--- src/rtl/color_converter.sv ---
// One output channel of an RGB -> YCbCr (BT.601, 8-bit) converter.
// color_out = clamp(((R_MULT*R + G_MULT*G + B_MULT*B + 128) >>> 8) + BIAS, 0, 255)
// Three-stage pipeline; every stage advances only on an enabled edge.
// Optional feature macro: COLOR_CONVERTER_SAT_EN (saturate instead of wrap in S3).
module color_converter #(
    parameter int R_MULT = 66,
    parameter int G_MULT = 129,
    parameter int B_MULT = 25,
    parameter int BIAS   = 16
) (
    input  logic       clk,
    input  logic       reset,
    input  logic       enable,
    input  logic [7:0] red_in,
    input  logic [7:0] green_in,
    input  logic [7:0] blue_in,
    output logic [7:0] color_out
);

    // Coefficients fit in 10-bit signed (-512..511).
    localparam logic signed [9:0] R_COEF = R_MULT[9:0];
    localparam logic signed [9:0] G_COEF = G_MULT[9:0];
    localparam logic signed [9:0] B_COEF = B_MULT[9:0];
    localparam logic signed [15:0] BIAS_EXT = BIAS[15:0];

    logic signed [18:0] prod_r_d, prod_g_d, prod_b_d;
    logic signed [18:0] prod_r_q, prod_g_q, prod_b_q;
    logic signed [21:0] sum_d, sum_q;
    logic signed [15:0] t_val;
    logic [7:0]         color_d;

    // S1: zero-extend each sample to 9-bit signed and scale by its coefficient.
    always_comb begin
        prod_r_d = 19'($signed({1'b0, red_in}))   * 19'(R_COEF);
        prod_g_d = 19'($signed({1'b0, green_in})) * 19'(G_COEF);
        prod_b_d = 19'($signed({1'b0, blue_in}))  * 19'(B_COEF);
    end

    // S2: accumulate the three products with the rounding constant.
    always_comb begin
        sum_d = 22'(prod_r_q) + 22'(prod_g_q) + 22'(prod_b_q) + 22'sd128;
    end

    // S3: floor-shift, add bias, then limit to one byte.
    always_comb begin
        t_val = 16'(sum_q >>> 8) + BIAS_EXT;
`ifdef COLOR_CONVERTER_SAT_EN
        if (t_val < 16'sd0) begin
            color_d = 8'd0;
        end else if (t_val > 16'sd255) begin
            color_d = 8'd255;
        end else begin
            color_d = t_val[7:0];
        end
`else
        color_d = t_val[7:0];
`endif
    end

    // Pipeline registers: reset wins, otherwise load only when enabled.
    always_ff @(posedge clk) begin
        if (reset) begin
            prod_r_q  <= '0;
            prod_g_q  <= '0;
            prod_b_q  <= '0;
            sum_q     <= '0;
            color_out <= '0;
        end else if (enable) begin
            prod_r_q  <= prod_r_d;
            prod_g_q  <= prod_g_d;
            prod_b_q  <= prod_b_d;
            sum_q     <= sum_d;
            color_out <= color_d;
        end
    end

endmodule

--- config.mk ---
export PLATFORM = sky130hd
export DESIGN_NAME = color_converter
export DESIGN_NICKNAME = d
export VERILOG_FILES = /design/src/rtl/color_converter.sv
export SDC_FILE = /design/constraint.sdc
export NUM_CORES = 1
export LEC_CHECK = 0
export CAP_MARGIN = 20
export CORE_MARGIN = 1
export CORE_UTILIZATION = 40
export CTS_CLUSTER_DIAMETER = 50
export DETAILED_ROUTE_END_ITERATION = 8
export PLACE_DENSITY_LB_ADDON = 0.25
export SYNTH_ARGS = -nofsm -noshare
export SYNTH_HDL_FRONTEND = slang
export SYNTH_SLANG_ARGS = --single-unit
--- constraint.sdc ---
create_clock -name clk -period 4.7 [get_ports clk]
set_input_delay 0.705 -clock clk [delete_from_list [all_inputs] [get_ports clk]]
set_output_delay 0.705 -clock clk [all_outputs]
set_load 0.02 [all_outputs]
# ---- Word-level counts from Yosys, hierarchy flattened
# Index checks and enable logic that the tools add are counted.
dict set report totals {
  regBits 67
  in_bits 27
  out_inout_bits 8
  wordCells 12
}
dict set report classes {
  addsub 4
  n_mul 3
}
# op count
set op_table {}
lappend op_table {{$add A15 B16 Y16} 1}
lappend op_table {{$add A16 B13 Y16} 1}
lappend op_table {{$add A16 B8 Y16 const B} 1}
lappend op_table {{$mul A8 B8 Y16 const B} 1}
lappend op_table {{$mul A8 B6 Y14 const B} 1}
lappend op_table {{$mul A8 B5 Y13 const B} 1}
lappend op_table {{$add A8 B6 Y8 const B} 1}

# ---- Longest topological paths before layout
# Gate-level depths: netlist of run 1.
dict set report depth {
  ltp_word 3
  ltp_mapped 12
  mapped_depth_nobuf 11
}

# ---- Least setup slack after synthesis of run 1
# OpenSTA, ideal clock, no wires.
dict set report synth_timing {
  kind {in2reg}
  start {input port blue_in[2]}
  end {register prod_b_q[12]}
  setup_time_ns 0.116
  arrival_time_ns 2.954
  required_ns 4.584
  slack_ns 1.630
  path_stages 10
  path_buffers 0
  cell_sequence {ha_1 > ha_1 > fa_1 > ha_1 > nor2b_1 > o21ai_0 > a21oi_1 > o41ai_1 > nand2_1 > o211a_1}
}
dict set report synth_via {
  elab_chain_cells 1
}
# item line
set synth_lines {}
lappend synth_lines {{start: declaration} 16} ;# input logic [7:0] blue_in,
lappend synth_lines {{$mul A8 B5 Y13} 36} ;# prod_b_d = 19'($signed({1'b0, blue_in})) * 19'(B_COEF);
lappend synth_lines {{end signal: assignment} 71} ;# prod_b_q <= prod_b_d;
lappend synth_lines {{end: declaration} 27} ;# logic signed [18:0] prod_r_q, prod_g_q, prod_b_q;
# Every way passes these cells.
# A chain may end at the register's enable or synchronous reset.

# ---- Final worst setup path of run 1
dict set report layout_timing {
  start {input port blue_in[3]}
  end {register prod_b_q[12]}
}
# Same word-level chain as after synthesis.

==> metrics.md, run 1 <==
| Metric | Value |
|---|---|
| CP Launch Type | input port |
| Max Cap Viol | 0 |
| Worst rel slew slack | 67.4% |
| CTS tree | built |
| Maximum clock insertion buffer count | 2 |
| Post-synthesis sequential area ratio | 28.4% |
| Area Overhead vs Synth | 15.4% |
| Slew Viols, Final | 0 |
| Worst-margin pin slew | 0.489 ns |
| HPWL after DPL | 6450 µm |
| Initial Util | 41.9% |
| # rows | 36 |
| CP arrival | 3.67 ns |
| HP Class | reg -> reg |
| Root Buffer Master | clkbuf_8 |
| DRC viols | 0 |
| DR WL/cell | 12.9 µm |
| Commonest non-fill, non-tap cell in the layout | ha_1 |
| Sum Neg Setup Slack | 0 ns |
| CTS clk-pin slew, worst paths | 0.07 ns |
| Skew-Pair Late Insertion Delay | 0.35 ns |
| Synth Flop Type | dfxtp_1 |
| Syn nets | 569 |
| Diode count | 0 |
| Mapped Avg Cell Area | 9.11 µm² |
| Flops & latches, synth | 59 |
| Total number of vias | 3087 |
| # resized after CTS | 0 |
| Status | finished, final reports clean |
| Layout net count | 599 |
| VDD IR max | 0.136 mV |
| Number of global-route vias before repair | 2958 |
| Period utilisation layout | 72.9% |
| Die H | 104 µm |
| Post-CTS setup buffer count | 0 |
| Clock buffer count from CTS | 9 |
| Drt pass-1 iters | 4 |
| Cts hold-fix bufs | 0 |
| Yosys warns | 0 |
| Final hold slack | 0.460 ns |
| Post-synth cell types | 47 |
| Mapped cell area | 4150 µm² |
| CTS HTree Levels | 3 |
| Final ANT Viol Nets | 0 |
| Port-buffer cells | 34 |
| Min Tclk post-route | 3.43 ns |
| Antenna violations before repair | 0 |
| PwrDens | 333 nW/µm² |
| Worst setup path class | in -> reg |
| # IOs | 35 |
| # setup viols final | 0 |
| Core area | 9910 µm² |
| Syn Inst Count | 456 |
| Largest net degree at the start of global routing | 38 |
| Sink Count | 59 |
| Placer Congestion | 0.839 |
| Detailed router's first-iteration violation count | 84 |
| Commonest non-fill, non-tap cells in the layout | ha_1, nor2_1, dfxtp_1 |
| Via density | 4.95 |
| Post-synth ARST share | 0% |
| Pleak | 2.26 nW |
| Worst Path Max Fanout | 3 |
| Final hold violation count | 0 |
| Crit end category | register |
| Global Route Usage Sum | 16.1% |
| Total power | 1.59 mW |
| Total Wirelength | 8020 µm |
| GRT Residual Overflow | 0 |
| Fmax achieved | 0.292 GHz |
| EDFF count, synth | 0 |
| Layout Skew | 0.00639 ns |
| Die width | 104 µm |
| Die ar. | 10800 µm² |
| Global-route wire length before repair | 13800 µm |
| RSZ-0062 raised after global routing | no |
| Util after Layout | 48.3% |
| Worst EP required | 4.94 ns |
| Share of cells above drive strength 1 | 5.70% |
==> registers in the layout, indices dropped and copies added, names as in the netlist <==
register	cells
prod_b_q	13
prod_g_q	16
prod_r_q	14
sum_q	8
color_out	8
==> cells in the mapped netlist (all sizes together), types with 2 or more instances <==
cell type | count | area share [%]
nand2b | 3 | 0.45
ha | 70 | 21
o21ai | 16 | 2.0
a211oi | 10 | 1.8
nand2 | 22 | 2.0
and3 | 2 | 0.30
o22ai | 2 | 0.30
a21oi | 23 | 2.9
fa | 16 | 7.7
or3 | 2 | 0.30
nor2 | 64 | 5.8
nor3 | 2 | 0.24
dfxtp | 59 | 28
buf | 7 | 0.78
a21o | 3 | 0.54
inv | 49 | 4.4
o211ai | 4 | 0.84
nor2b | 5 | 0.75
clkbuf | 11 | 1.0
nand3 | 7 | 0.84
mux2i | 36 | 8.7
xor2 | 6 | 1.3
o21a | 2 | 0.36
nand4 | 6 | 1.1
xnor2 | 14 | 3.0
==> path summary, 6_finish.rpt <==
path | end | slack [ns] | start | cells past startpoint
setup / recovery | prod_b_q[12]$_SDFFE_PP0P_ | 1.27 | blue_in[3] | 11
hold / removal | prod_r_q[14]$_SDFFE_PP0P_ | 0.46 | prod_r_q[14]$_SDFFE_PP0P_ | 2
setup reg to reg | sum_q[15]$_SDFFE_PP0P_ | 1.74 | prod_r_q[5]$_SDFFE_PP0P_ | 11
hold reg to reg | prod_r_q[14]$_SDFFE_PP0P_ | 0.46 | prod_r_q[14]$_SDFFE_PP0P_ | 2
==> cell families (layout without fill, tap and decap cells) <==
kind of cell	count (synthesis)	in the layout	synth area share, %
compound gates	69	69	10.5
mux	37	37	8.95
fa+ha+maj	86	86	28.8
simple gates	118	118	12.8
buf+inv	67	102	6.24
flops	59	59	28.4
xor+xnor	20	20	4.22
==> worst max-delay path: stages <==
cell	delay, ns
clkdlybuf4s50_1	0.52
ha_1	0.25
ha_1	0.31
fa_1	0.47
ha_1	0.34
nor2b_1	0.15
o21ai_0	0.21
a21oi_1	0.13
o41ai_1	0.36
nand2_1	0.09
o211a_1	0.13
==> final cells by class <==
| type | instances | area [µm²] |
|---|---|---|
| multi-input cells | 330 | 2710 |
| clock buffers | 11 | 141 |
| inverters | 49 | 184 |
| clock inverters | 5 | 52.6 |
| flip-flops and latches | 59 | 1180 |
| fillers | 977 | 5120 |
| well taps | 133 | 166 |
| repair buffers | 37 | 353 |
==> report_power, final <==
group / switching (mW) / leakage (nW) / internal (mW)
sequential: 0.0345 / 0.486 / 0.556
clock: 0.203 / 0.0991 / 0.256
combinational: 0.298 / 1.68 / 0.246
total: 0.535 / 2.26 / 1.06
==> stage by stage <==
step / area, µm² / std cells / setup WS [ns]
2_1_floorplan: 4150 / 456 / 1.63
3_3_place_gp: 4600 / 608 / 0.981
3_5_place_dp: 4600 / 608 / 0.933
4_1_cts: 4790 / 624 / 1.27
5_1_grt: 4790 / 624 / 1.00
6_report: 4790 / 624 / 1.27
==> layer usage <==
layer | part of all wire, % | vias to the layer above | wire (µm) | GRT usage [%]
li1 | - | 1614 | - | -
met1 | 48 | 1435 | 3880 | 20.2
met2 | 48 | 30 | 3840 | 27.2
met3 | 2.9 | 8 | 230 | 4.76
met4 | 0.95 | 0 | 76 | 3.67
met5 | 0 | - | 0 | 0
(Power assumes the default switching activity.)
==> run 2: changes to the inputs <==
Clock period 4.7 ns to 3.6 ns, I/O delays scaled along.
==> run 2 against run 1 <==
Sequential share of layout area about the same. Die area stayed put. Sequential power grew 31%. First-iteration DRC count grew 20%. Power grew 29%. Routed wire length rose by 0.12%. Combinational power rose by 30%. Clock power is 25% higher. Register-to-register slack got worse by 1.1 ns. Critical path type unchanged. Critical endpoint unchanged. Largest cell class unchanged.
==> metrics.md, run 2 (same netlist as run 1, synthesis figures left out) <==
| Metric | Value |
|---|---|
| Status | finished, final reports clean |
| Layout Skew | 0.00757 ns (+0.00118 ns) |
| Sink Count | 59 (unchanged) |
| Number of global-route vias before repair | 2955 (-0.10%) |
| Maximum clock insertion buffer count | 2 (unchanged) |
| CP arrival | 3.48 ns (-0.19 ns) |
| DRC viols | 0 (unchanged) |
| Final hold violation count | 0 (unchanged) |
| Worst EP required | 3.83 ns (-1.11 ns) |
| Skew-Pair Late Insertion Delay | 0.34 ns (about the same) |
| CP top delay family | adder cells |
| Worst rel slew slack | 63.6% (-3.8 points) |
| Total Wirelength | 8030 µm (+0.12%) |
| Post-route cell area | 4790 µm² (-0.10%) |
| Slew Viols, Final | 0 (unchanged) |
| HPWL after DPL | 6450 µm (+0.13%) |
| Slowest stage delay, CP | 0.47 ns (-0.05 ns) |
| Crit-path most repeated cell | ha_1 |
| Initial Util | 41.9% (unchanged) |
| Number of filler cells placed in the layout | 978 (+0.10%) |
| Max Cap Viol | 0 (unchanged) |
| HP Class | reg -> reg |
| RSZ-0062 raised after global routing | no |
| Antenna violations before repair | 0 (unchanged) |
| Commonest non-fill, non-tap cells in the layout | ha_1, nor2_1, dfxtp_1 |
| Layout net count | 600 (+0.17%) |
| CP bufs+invs | 1 (unchanged) |
| CTS clk-pin slew, worst paths | 0.06 ns (about the same) |
| # rows | 36 (unchanged) |
| CTS tree | built |
| # IOs | 35 (unchanged) |
| CP cell instances | clkdlybuf4s50_1 > ha_1 > ha_1 > fa_1 > ha_1 > nor2b_1 > o21ai_0 > a21oi_1 > o41ai_1 > nand2_1 > o211a_1 |
| # setup viols final | 0 (unchanged) |
| Worst-margin pin slew | 0.546 ns (+0.0571 ns) |
| Largest regs | prod_g_q: 16 flops, prod_r_q: 14 flops, prod_b_q: 13 flops |
| Area Overhead vs Synth | 15.2% |
| Cts hold-fix bufs | 0 (unchanged) |
| Top reg by flops | prod_g_q |
| Fmax achieved | 0.307 GHz |
| FF+latch area | 1180 µm² (unchanged) |
| Dpl cell area | 4600 µm² (+0.16%) |
| Core area | 9910 µm² (unchanged) |
| GRT Residual Overflow | 0 (unchanged) |
| Total number of vias | 3092 (+0.16%) |
| Share of cells above drive strength 1 | 5.51% (-0.19 points) |
| Util after Layout | 48.3% (-0.050 points) |
| Commonest non-fill, non-tap cell in the layout | ha_1 |
| Placer Congestion | 0.834 (-0.55%) |
| Via density | 4.96 (+0.32%) |
| Die H | 104 µm (unchanged) |
| Largest net degree at the start of global routing | 33 (-13%) |
| Die width | 104 µm (unchanged) |
| Worst setup path class | in -> reg |
| Global Route Usage Sum | 15.8% (-0.36 points) |
| Max reg flops | 16 (unchanged) |
| Die ar. | 10800 µm² (unchanged) |
| CTS HTree Levels | 3 (unchanged) |
| DR WL/cell | 12.9 µm (+0.29%) |
| Crit end category | register |
| Global-route wire length before repair | 13700 µm (-0.65%) |
| Worst Path Max Fanout | 3 (unchanged) |
| # resized after CTS | 0 (unchanged) |
| Detailed router's first-iteration violation count | 101 (+20%) |
| VDD IR max | 0.197 mV (+45%) |
| Post-CTS setup buffer count | 0 (unchanged) |
| Sum Neg Setup Slack | 0 ns (unchanged) |
| Clock buffer count from CTS | 9 (unchanged) |
| Period utilisation layout | 90.3% |
| Root Buffer Master | clkbuf_8 |
| CP max stage cell | clkdlybuf4s50_1 |
| PwrDens | 429 nW/µm² (+29%) |
| Final ANT Viol Nets | 0 (unchanged) |
| CP Launch Type | input port |
| Pleak | 2.26 nW (about the same) |
| Min Tclk post-route | 3.25 ns |
| Port-buffer cells | 34 (unchanged) |
| Drt pass-1 iters | 4 (unchanged) |
| Diode count | 0 (unchanged) |
| Multi-input logic area | 2710 µm² (unchanged) |
==> run 2: cell count changes in the layout (fill, tap and decap cells not counted), sizes merged <==
cell and change:
buf +1, clkinv -1, clkinvlp -1
==> run 2: worst paths after layout <==
check,end,cells past startpoint,slack [ns],from
worst min register to register,sum_q[15]$_SDFFE_PP0P_,2,0.46,sum_q[15]$_SDFFE_PP0P_
worst max-delay path,prod_b_q[12]$_SDFFE_PP0P_,11,0.35,blue_in[2]
worst max register to register,sum_q[15]$_SDFFE_PP0P_,11,0.61,prod_r_q[4]$_SDFFE_PP0P_
worst min-delay path,sum_q[15]$_SDFFE_PP0P_,2,0.46,sum_q[15]$_SDFFE_PP0P_
==> run 2: area by class of cell <==
class	count	area share (%)
Inverter	49	3.84
Clock buffer	11	2.95
Tap cell	133	3.48
Timing Repair Buffer	38	7.53
Clock inverter	3	0.837
Multi-Input combinational cell	330	56.7
Sequential cell	59	24.7
==> run 2: tightest hold or removal path, cell delays in order (launching register included) <==
cell,delay [ns]
dfxtp_1,0.31
nand2_1,0.05
o21ai_1,0.05
==> run 2: where the power goes <==
part	switching (mW)	internal [mW]
Combinational	0.384	0.321
Clock	0.247	0.329
Sequential	0.0470	0.726
==> run 2: per-layer routing <==
layer | vias to the layer above | global-route usage (%) | routed length [µm]
li1 | 1619 | - | -
met1 | 1412 | 19.8 | 3910
met2 | 50 | 26.5 | 3760
met3 | 11 | 3.45 | 219
met4 | 0 | 5.51 | 138
met5 | - | 0 | 0
==> run 2: through the flow <==
stage	hold WS (ns)	setup WS (ns)	power [mW]	cells
floorplan	0.425	0.695	1.31	456
global placement	0.445	0.0541	1.48	609
detailed placement	0.452	0.0227	1.50	609
CTS	0.461	0.360	2.08	623
global route	0.492	0.151	2.21	623
finish	0.456	0.348	2.05	623
